$ cat src/rtl/alu_iter_if.sv
// Operand/result bundle between the ISDU/regfile side and the execute-stage ALU.
interface alu_iter_if #(
   parameter int WIDTH = 16
);
   logic             i_start;
   logic [2:0]       i_aluk;
   logic [WIDTH-1:0] i_sr1out;
   logic [WIDTH-1:0] i_sr2out;
   logic             i_ir5;
   logic [4:0]       i_imm5;
   logic             o_busy;
   logic             o_done;
   logic [WIDTH-1:0] o_alu_out;
   logic [2:0]       o_nzp;

   modport master (
      output i_start, i_aluk, i_sr1out, i_sr2out, i_ir5, i_imm5,
      input  o_busy, o_done, o_alu_out, o_nzp
   );

   modport slave (
      input  i_start, i_aluk, i_sr1out, i_sr2out, i_ir5, i_imm5,
      output o_busy, o_done, o_alu_out, o_nzp
   );
endinterface

$ cat src/rtl/alu_iter.sv
// Execute-stage ALU (ADD/AND/NOT/PASSA) with start/done handshake and registered result + NZP.
// Define ALU_MUL_EN to make ALUK=100 an iterative shift-add MUL; otherwise it behaves as PASSA.
module alu_iter #(
   parameter int WIDTH   = 16,
   parameter int MUL_CYC = 16
) (
   input logic       i_clk,
   input logic       i_rst_n,
   alu_iter_if.slave bus
);

`ifdef ALU_MUL_EN
   typedef enum logic [1:0] {S_IDLE, S_EXEC, S_DONE, S_MULT} state_t;
   localparam int CW = (MUL_CYC > 1) ? $clog2(MUL_CYC) : 1;

   logic [WIDTH-1:0] r_acc;
   logic [CW-1:0]    r_cnt;
   logic [WIDTH-1:0] w_mul_step;
`else
   typedef enum logic [1:0] {S_IDLE, S_EXEC, S_DONE} state_t;
`endif

   if (MUL_CYC != WIDTH) begin : g_cfg_check
      $error("alu_iter: MUL_CYC must equal WIDTH");
   end

   state_t           r_state;
   state_t           w_next;
   logic [WIDTH-1:0] r_a;
   logic [WIDTH-1:0] r_b;
   logic [2:0]       r_aluk;
   logic [WIDTH-1:0] r_out;
   logic [2:0]       r_nzp;
   logic             w_accept;
   logic             w_res_we;
   logic [WIDTH-1:0] w_opb;
   logic [WIDTH-1:0] w_alu;
   logic [WIDTH-1:0] w_wr_val;
   logic [2:0]       w_nzp;

   assign w_accept = bus.i_start && ((r_state == S_IDLE) || (r_state == S_DONE));
   assign w_opb    = bus.i_ir5 ? {{(WIDTH-5){bus.i_imm5[4]}}, bus.i_imm5} : bus.i_sr2out;

   always_ff @(posedge i_clk or negedge i_rst_n) begin
      if (!i_rst_n) r_state <= S_IDLE;
      else          r_state <= w_next;
   end

   // DONE doubles as an accept slot so a held Start chains ops without an IDLE gap.
   always_comb begin
      w_next   = r_state;
      w_res_we = 1'b0;
      case (r_state)
         S_IDLE, S_DONE: begin
            if (w_accept) begin
`ifdef ALU_MUL_EN
               w_next = (bus.i_aluk == 3'b100) ? S_MULT : S_EXEC;
`else
               w_next = S_EXEC;
`endif
            end else begin
               w_next = S_IDLE;
            end
         end
         S_EXEC: begin
            w_next   = S_DONE;
            w_res_we = 1'b1;
         end
`ifdef ALU_MUL_EN
         S_MULT: begin
            if (r_cnt == CW'(MUL_CYC - 1)) begin
               w_next   = S_DONE;
               w_res_we = 1'b1;
            end
         end
`endif
         default: w_next = S_IDLE;
      endcase
   end

   always_comb begin
      case (r_aluk)
         3'b000:  w_alu = r_a + r_b;
         3'b001:  w_alu = r_a & r_b;
         3'b010:  w_alu = ~r_a;
         default: w_alu = r_a;
      endcase
      w_wr_val = w_alu;
`ifdef ALU_MUL_EN
      // r_a is the left-shifting multiplicand, r_b the right-shifting multiplier.
      w_mul_step = r_acc + (r_b[0] ? r_a : '0);
      if (r_state == S_MULT) w_wr_val = w_mul_step;
`endif
      w_nzp = {w_wr_val[WIDTH-1],
               (w_wr_val == '0),
               (!w_wr_val[WIDTH-1] && (w_wr_val != '0))};
   end

   always_ff @(posedge i_clk or negedge i_rst_n) begin
      if (!i_rst_n) begin
         r_a    <= '0;
         r_b    <= '0;
         r_aluk <= 3'b000;
         r_out  <= '0;
         r_nzp  <= 3'b000;
`ifdef ALU_MUL_EN
         r_acc  <= '0;
         r_cnt  <= '0;
`endif
      end else begin
         if (w_accept) begin
            r_a    <= bus.i_sr1out;
            r_b    <= w_opb;
            r_aluk <= bus.i_aluk;
`ifdef ALU_MUL_EN
            r_acc  <= '0;
            r_cnt  <= '0;
`endif
         end
`ifdef ALU_MUL_EN
         else if (r_state == S_MULT) begin
            r_acc <= w_mul_step;
            r_a   <= r_a << 1;
            r_b   <= r_b >> 1;
            r_cnt <= r_cnt + 1'b1;
         end
`endif
         if (w_res_we) begin
            r_out <= w_wr_val;
            r_nzp <= w_nzp;
         end
      end
   end

`ifdef ALU_MUL_EN
   assign bus.o_busy = (r_state == S_EXEC) || (r_state == S_MULT);
`else
   assign bus.o_busy = (r_state == S_EXEC);
`endif
   assign bus.o_done    = (r_state == S_DONE);
   assign bus.o_alu_out = r_out;
   assign bus.o_nzp     = r_nzp;

endmodule
$ cat src/flat_wrapper.sv
// flat-port wrapper written by rule: the top's interface ports become plain ports
module alu_iter_flat 
#(
   parameter int WIDTH   = 16,
   parameter int MUL_CYC = 16
)
  (i_clk, i_rst_n, bus_i_start, bus_i_aluk, bus_i_sr1out, bus_i_sr2out, bus_i_ir5, bus_i_imm5, bus_o_busy, bus_o_done, bus_o_alu_out, bus_o_nzp);
  alu_iter_if #(.WIDTH(WIDTH)) bus_i ();
  input logic i_clk;
  input logic i_rst_n;
  input wire logic [$bits(bus_i.i_start)-1:0] bus_i_start;
  input wire logic [$bits(bus_i.i_aluk)-1:0] bus_i_aluk;
  input wire logic [$bits(bus_i.i_sr1out)-1:0] bus_i_sr1out;
  input wire logic [$bits(bus_i.i_sr2out)-1:0] bus_i_sr2out;
  input wire logic [$bits(bus_i.i_ir5)-1:0] bus_i_ir5;
  input wire logic [$bits(bus_i.i_imm5)-1:0] bus_i_imm5;
  output wire logic [$bits(bus_i.o_busy)-1:0] bus_o_busy;
  output wire logic [$bits(bus_i.o_done)-1:0] bus_o_done;
  output wire logic [$bits(bus_i.o_alu_out)-1:0] bus_o_alu_out;
  output wire logic [$bits(bus_i.o_nzp)-1:0] bus_o_nzp;
  assign bus_i.i_start = bus_i_start;
  assign bus_i.i_aluk = bus_i_aluk;
  assign bus_i.i_sr1out = bus_i_sr1out;
  assign bus_i.i_sr2out = bus_i_sr2out;
  assign bus_i.i_ir5 = bus_i_ir5;
  assign bus_i.i_imm5 = bus_i_imm5;
  assign bus_o_busy = bus_i.o_busy;
  assign bus_o_done = bus_i.o_done;
  assign bus_o_alu_out = bus_i.o_alu_out;
  assign bus_o_nzp = bus_i.o_nzp;
  alu_iter #(.WIDTH(WIDTH), .MUL_CYC(MUL_CYC)) u_core (.i_clk(i_clk), .i_rst_n(i_rst_n), .bus(bus_i));
endmodule
$ cat config.mk
export PLATFORM = sky130hd
export DESIGN_NAME = alu_iter_flat
export DESIGN_NICKNAME = d
export VERILOG_FILES = /design/src/rtl/alu_iter_if.sv /design/src/rtl/alu_iter.sv /design/src/flat_wrapper.sv
export SDC_FILE = /design/constraint.sdc
export NUM_CORES = 1
export LEC_CHECK = 0
export ABC_AREA = 1
export BUFFER_PORTS_ARGS = -buffer_cell sky130_fd_sc_hd__buf_2
export CAP_MARGIN = 20
export CORE_MARGIN = 2
export CORE_UTILIZATION = 30
export CTS_CLUSTER_DIAMETER = 50
export CTS_CLUSTER_SIZE = 20
export DETAILED_ROUTE_END_ITERATION = 16
export GPL_TIMING_DRIVEN = 0
export PLACE_DENSITY = 0.45
export SLEW_MARGIN = 15
export SYNTH_ARGS = -nofsm -noshare
export SYNTH_HDL_FRONTEND = slang
export SYNTH_SLANG_ARGS = --single-unit
$ cat constraint.sdc
create_clock -name i_clk -period 4.5 [get_ports i_clk]
set_clock_uncertainty 0.15 [all_clocks]
set_input_delay 0.675 -clock i_clk [delete_from_list [all_inputs] [get_ports i_clk]]
set_output_delay 0.675 -clock i_clk [all_outputs]
set_load 0.01 [all_outputs]
==> results of run 1 <==
-- sequential cells by signal (all words and copies together) (netlist names) --
name / flops
u_core.bus.o_alu_out: 16
u_core.bus.o_nzp: 2
u_core.r_a: 16
u_core.r_aluk: 3
u_core.r_b: 16
u_core.r_state: 2
-- Yosys cell counts (2+ instances only) --
cell type	n	area (sq um)
and2_1	2	12.5
o22ai_1	6	37.5
inv_4	3	18.8
nor2_1	33	124
dfrtp_1	55	1380
inv_1	65	244
nand3_2	3	30.0
o21ai_2	2	17.5
ha_1	16	200
buf_6	3	33.8
nand3b_1	5	37.5
nand2_2	5	31.3
nor2_4	2	22.5
inv_2	4	15.0
nand3b_4	2	40.0
nand4_1	3	18.8
a221oi_2	4	60.1
nand2_1	196	736
clkbuf_1	11	41.3
nand3_1	29	145
nor2_2	4	25.0
o21ai_0	27	135
a21oi_1	34	170
-- path summary, 6_finish.rpt --
check | startpoint | endpoint | slack [ps] | depth (start not counted)
setup / recovery | u_core.r_b[0] | u_core.bus.o_nzp[0] | 1670 | 15
hold / removal | i_rst_n | u_core.r_aluk[0] | 260 | 1
setup reg to reg | u_core.r_b[0] | u_core.bus.o_nzp[0] | 1670 | 15
hold reg to reg | u_core.bus.o_nzp[1] | u_core.bus.o_nzp[1] | 330 | 2
max in group asynchronous | i_rst_n | u_core.r_b[2] | 3400 | 1
min in group i_clk | u_core.bus.o_nzp[1] | u_core.bus.o_nzp[1] | 330 | 2
-- layer usage --
layer	track usage [%]	wire (um)
met1	24.7	5490
met2	30.6	5160
met5	0	0
met4	3.86	133
met3	3.64	426
-- metrics by stage --
step	setup WS [ps]	utilization, %
after detailed placement	1700	35.2
after global placement	1690	35.2
after CTS	1680	36.4
after floorplan	2180	-
final	1670	36.4
after global routing	1510	36.4
-- worst max-delay path: stages (launching register included) --
cell,delay [ps]
dfrtp_1,410
ha_1,270
fa_1,430
nand2_1,100
nand2_1,60
nand3_1,80
nand2_1,130
or2_0,220
nand2_1,70
nand2_1,50
a21oi_1,230
nand2_1,100
nor2_2,160
nand3_2,110
nand3_1,100
nand2_1,60
-- power by group --
group	internal [mW]	switching [mW]
Sequential	0.586	0.0708
Combinational	0.291	0.493
Clock	0.210	0.203
-- final cells by class --
cell class              instances  area (sq um)
flip-flops and latches         55          1380
fillers                      1337          7670
plain buffers                  16           103
repair buffers                 64           323
multi-input cells             384          1950
clock buffers                   5           125
well taps                     168           210
clock inverters                 3          23.8
inverters                      72           278
-- logic make-up (layout without fill, tap and decap cells) --
kind of cell	count (synthesis)	after routing	synth area share (%)
compound gates	77	77	12.6
fa+ha+maj	17	17	5.93
buf+inv	88	160	10.2
flops	55	55	37.1
simple gates	290	290	34.2
==> metrics, run 1 <==
fin crit share=63.0%; post-synthesis average cell area=7.04 sq um; post-CTS setup buffers=0; layout cell share with drive strength beyond 1=18.7%; # port buffers=64; CTS buffer count=5; Setup crit end kind=flop; drt via density=4.53; Clock Tree Buf Depth=2; sequential-to-total area share from yosys stat=37.1%; maxcap violations=0; Tightest Pin Transition=756 ps; TNS Setup=0 ps; vias in the first global route=3613; drt drc=0; core area=12100 sq um; Data arrival, critical path=2880 ps; most common flop cell mapped by yosys=dfrtp_1; startpoint types=flop; fraction of registers with async set or reset after synthesis=100%; largest net degree at the start of global routing=56; total track usage=18.3%; final wirelength=11.2 mm; clk root buf=clkbuf_16; WL per Instance=14.6 um; critical path data required time=4550 ps; FMAX=0.353 GHz; final hold violations=0; initial drt markers=152; die area=13300 sq um; Layout Cells excl Fill=767; gpl congestion=0.936; post-synthesis cell count=527; htree depth=2; Slew Limit Headroom=49.6%; peak supply drop=0.264 mV; Hold Crit Class=input pin to async pin; Max Slew Vio Count=0; clk_lat worst skew=310 ps; io pins=65; Cell Area, Placed=4240 sq um; hpwl dp=8.94 mm; critical path peak fanout=4; PwrDens=422 nW/um^2; clock-pin slew on the worst setup and hold paths=80 ps; most common cell after layout, fill and taps aside=nand2_1; status=completed; DR vias=3478; final net count=659; most frequent cells in the layout=nand2_1, inv_1, buf_2, dfrtp_1, a21oi_1; DP Cell Count=759; CTS tree=done; P_leak=2.36 nW; Synth Warn #=0; Cell variety after synth=36; Hold Slack=255 ps; std cell rows=40; unrepaired setup endpoints after global routing=no; ANT nets after route=0; Setup CP Type=flop to flop; die height=115 um; Die X=115 um; Final Critical Period=2830 ps; Layout Cell Area excl Fill=4390 sq um; Starting Density=30.8%; flops & latches, synth=55; Post-synth EDFFs=0; global-route wire length before repair=18.6 mm; area grow syn2layout=18.4%; overall power=1.85 mW; antenna violations before repair=0; n_diodes=0; Overflow after GRT=0; Initial DRT Pass Iterations=4; CTS-repair resized insts=0; Post-Syn Nets=588; # clock sinks=55; # hold bufs at CTS=0; Mapped Area=3710 sq um; final setup fails=0
No activity file was read; power rests on OpenSTA's default activity.
==> run 2: changes to the inputs <==
Settings changed: PLACE_DENSITY 0.45 to 0.47.
Clock period 4.5 ns to 2.29 ns, I/O delays scaled along.
==> run 2 against run 1 <==
  * The flow now finishes with violations (setup timing)
  * Highest routed layer unchanged
  * Clock power is 96% higher
  * Global-route usage is 0.49 points lower
  * Critical endpoint unchanged
  * Largest cell class unchanged
  * Sequential power is 98% higher
  * Die area stayed put
  * Register-to-register slack worse by 1900 ps
  * Setup slack worse by 1900 ps
  * Critical path depth stayed put
  * Critical path type unchanged
  * Sequential share of layout area is 0.72 points lower
  * Core utilization is 0.86 points higher
==> metrics, run 2 (synthesis results as in run 1) <==
status=finished with violations; failing checks=setup timing; # port buffers=64 (unchanged); DR vias=3491 (+0.37%); Starting Density=30.8% (unchanged); most common cell after layout, fill and taps aside=nand2_1; CTS tree=done; Hold Slack=85.2 ps (-170 ps); total track usage=17.8% (-0.49 points); hpwl dp=8.85 mm (-1.0%); Setup CP Type=flop to flop; Data arrival, critical path=2540 ps (-340 ps); clk root buf=clkbuf_16; critical path data required time=2330 ps (-2220 ps); io pins=65 (unchanged); std cell rows=40 (unchanged); startpoint types=flop; clk_lat worst skew=300 ps (about the same); maxcap violations=0 (unchanged); Final Critical Period=2500 ps (-329 ps); DP Cell Count=759 (unchanged); largest net degree at the start of global routing=56 (unchanged); vias in the first global route=3529 (-2.3%); Finished Core Util=37.3% (+0.86 points); n_diodes=0 (unchanged); antenna violations before repair=0 (unchanged); WHS Path Cells=3; drt drc=0 (unchanged); # clock sinks=55 (unchanged); Max Slew Vio Count=0 (unchanged); CTS buffer count=5 (unchanged); unrepaired setup endpoints after global routing=yes; Overflow after GRT=0 (unchanged); Die X=115 um (unchanged); core area=12100 sq um (unchanged); instance count on the critical path=15 (unchanged); clock-pin slew on the worst setup and hold paths=70 ps (about the same); die height=115 um (unchanged); Initial DRT Pass Iterations=4 (unchanged); gpl congestion=0.911 (-2.7%); P_leak=2.39 nW (+1.3%); Setup crit end kind=flop; overall power=3.72 mW (+100%); layout cell share with drive strength beyond 1=21.7% (+3.0 points); PwrDens=826 nW/um^2 (+96%); Buf/Inv on CP=0 (unchanged); Slew Limit Headroom=51.9% (+2.3 points); Layout Cells excl Fill=771 (+0.52%); Tightest Pin Transition=722 ps (-33.9 ps); most frequent cells in the layout=nand2_1, inv_1, buf_2, dfrtp_1, a21oi_1; final net count=664 (+0.76%); Crit path top cell by count=nand2_1; Cell Chain, Critical Path=ha_2 > fa_2 > nand2_2 > nand2_2 > nand3_2 > nand2_2 > or2_0 > nand2_1 > nand2_1 > a21oi_2 > nand2_1 > nor2_2 > nand3_2 > nand3_2 > nand2_1; FMAX=0.399 GHz (+13%); Top Family by Delay on Critical Path=simple AND/OR/NAND/NOR gates; drt via density=4.53 (-0.15%); DP Worst Slack=-412 ps (-2110 ps); Crit-path slowest cell=dfrtp_1; global-route wire length before repair=18.3 mm (-1.7%); htree depth=2 (unchanged); critical path peak fanout=4 (unchanged); Hold Crit Class=input pin to flop; WL per Instance=14.3 um (-2.1%); die area=13300 sq um (unchanged); area grow syn2layout=21.2%; final wirelength=11.0 mm (-1.6%); final setup fails=2 (+2); CP peak stage delay=400 ps (-30 ps); worst-case reg-to-reg path depth=15 (unchanged); fin crit share=109% (+46 points); Clock Tree Buf Depth=2 (unchanged); final hold violations=0 (unchanged); initial drt markers=170 (+12%); post-layout worst setup margin=-215 ps (-1880 ps); peak supply drop=0.382 mV (+45%); ANT nets after route=0 (unchanged)
-- run 2: cell count changes in the layout (fill, tap and decap cells not counted), sizes merged --
cell,previous run,this run
clkbuf,16,17
buf,69,73
dlygate4sd3,0,1
clkinvlp,1,0
clkinv,1,0
-- run 2: layer usage --
| metal | wire (um) | vias to the layer above | track usage (%) |
|---|---|---|---|
| li1 | - | 1822 | - |
| met1 | 5290 | 1606 | 24.9 |
| met2 | 5220 | 56 | 29.6 |
| met3 | 381 | 7 | 2.16 |
| met4 | 132 | 0 | 4.34 |
| met5 | 0 | - | 0 |
-- run 2: area by class of cell --
cell class | count | area (sq um)
multi-input combinational | 384 | 2020
timing repair buffer | 69 | 363
tap | 168 | 210
buffer | 16 | 104
inverter | 72 | 278
clock buffer | 6 | 139
clock inverter | 1 | 8.76
fill | 1310 | 7560
sequential | 55 | 1380
-- run 2: worst paths after layout --
path	end	slack, ps	start
worst max-delay path	u_core.bus.o_nzp[0]	-210	u_core.r_b[0]
worst min-delay path	u_core.r_a[5]	90	bus_i_sr1out[5]
worst max register to register	u_core.bus.o_nzp[0]	-210	u_core.r_b[0]
worst min register to register	u_core.bus.o_nzp[1]	330	u_core.bus.o_nzp[1]
max in group asynchronous	u_core.bus.o_alu_out[13]	1020	i_rst_n
min in group asynchronous	u_core.r_b[1]	490	i_rst_n
-- run 2: where the power goes --
group          switching, mW  total [mW]  internal [mW]
Sequential             0.145        1.30           1.15
Clock                  0.373       0.808          0.435
Combinational          0.997        1.61          0.614
-- run 2: what timing repair did --
action / 4_1_cts / 5_1_grt
buffers inserted: 1 / 3
pin swaps: 5 / 4
endpoints found under the setup margin: 3 / 8
hold buffers: 1 / 0
gates cloned: 0 / 0
hold endpoints to repair: 23 / 0
resized for setup: 7 / 12
-- run 2: worst min-delay path, stage by stage --
cell     delay, ps
buf_2           70
nand2_1         40
nand2_1         40
-- run 2: stage by stage --
step | instance area, sq um | setup TNS (ps)
after floorplan | 3710 | 0
after global placement | 4240 | -736
after detailed placement | 4250 | -763
after CTS | 4440 | -326
after global routing | 4500 | -667
final | 4500 | -401
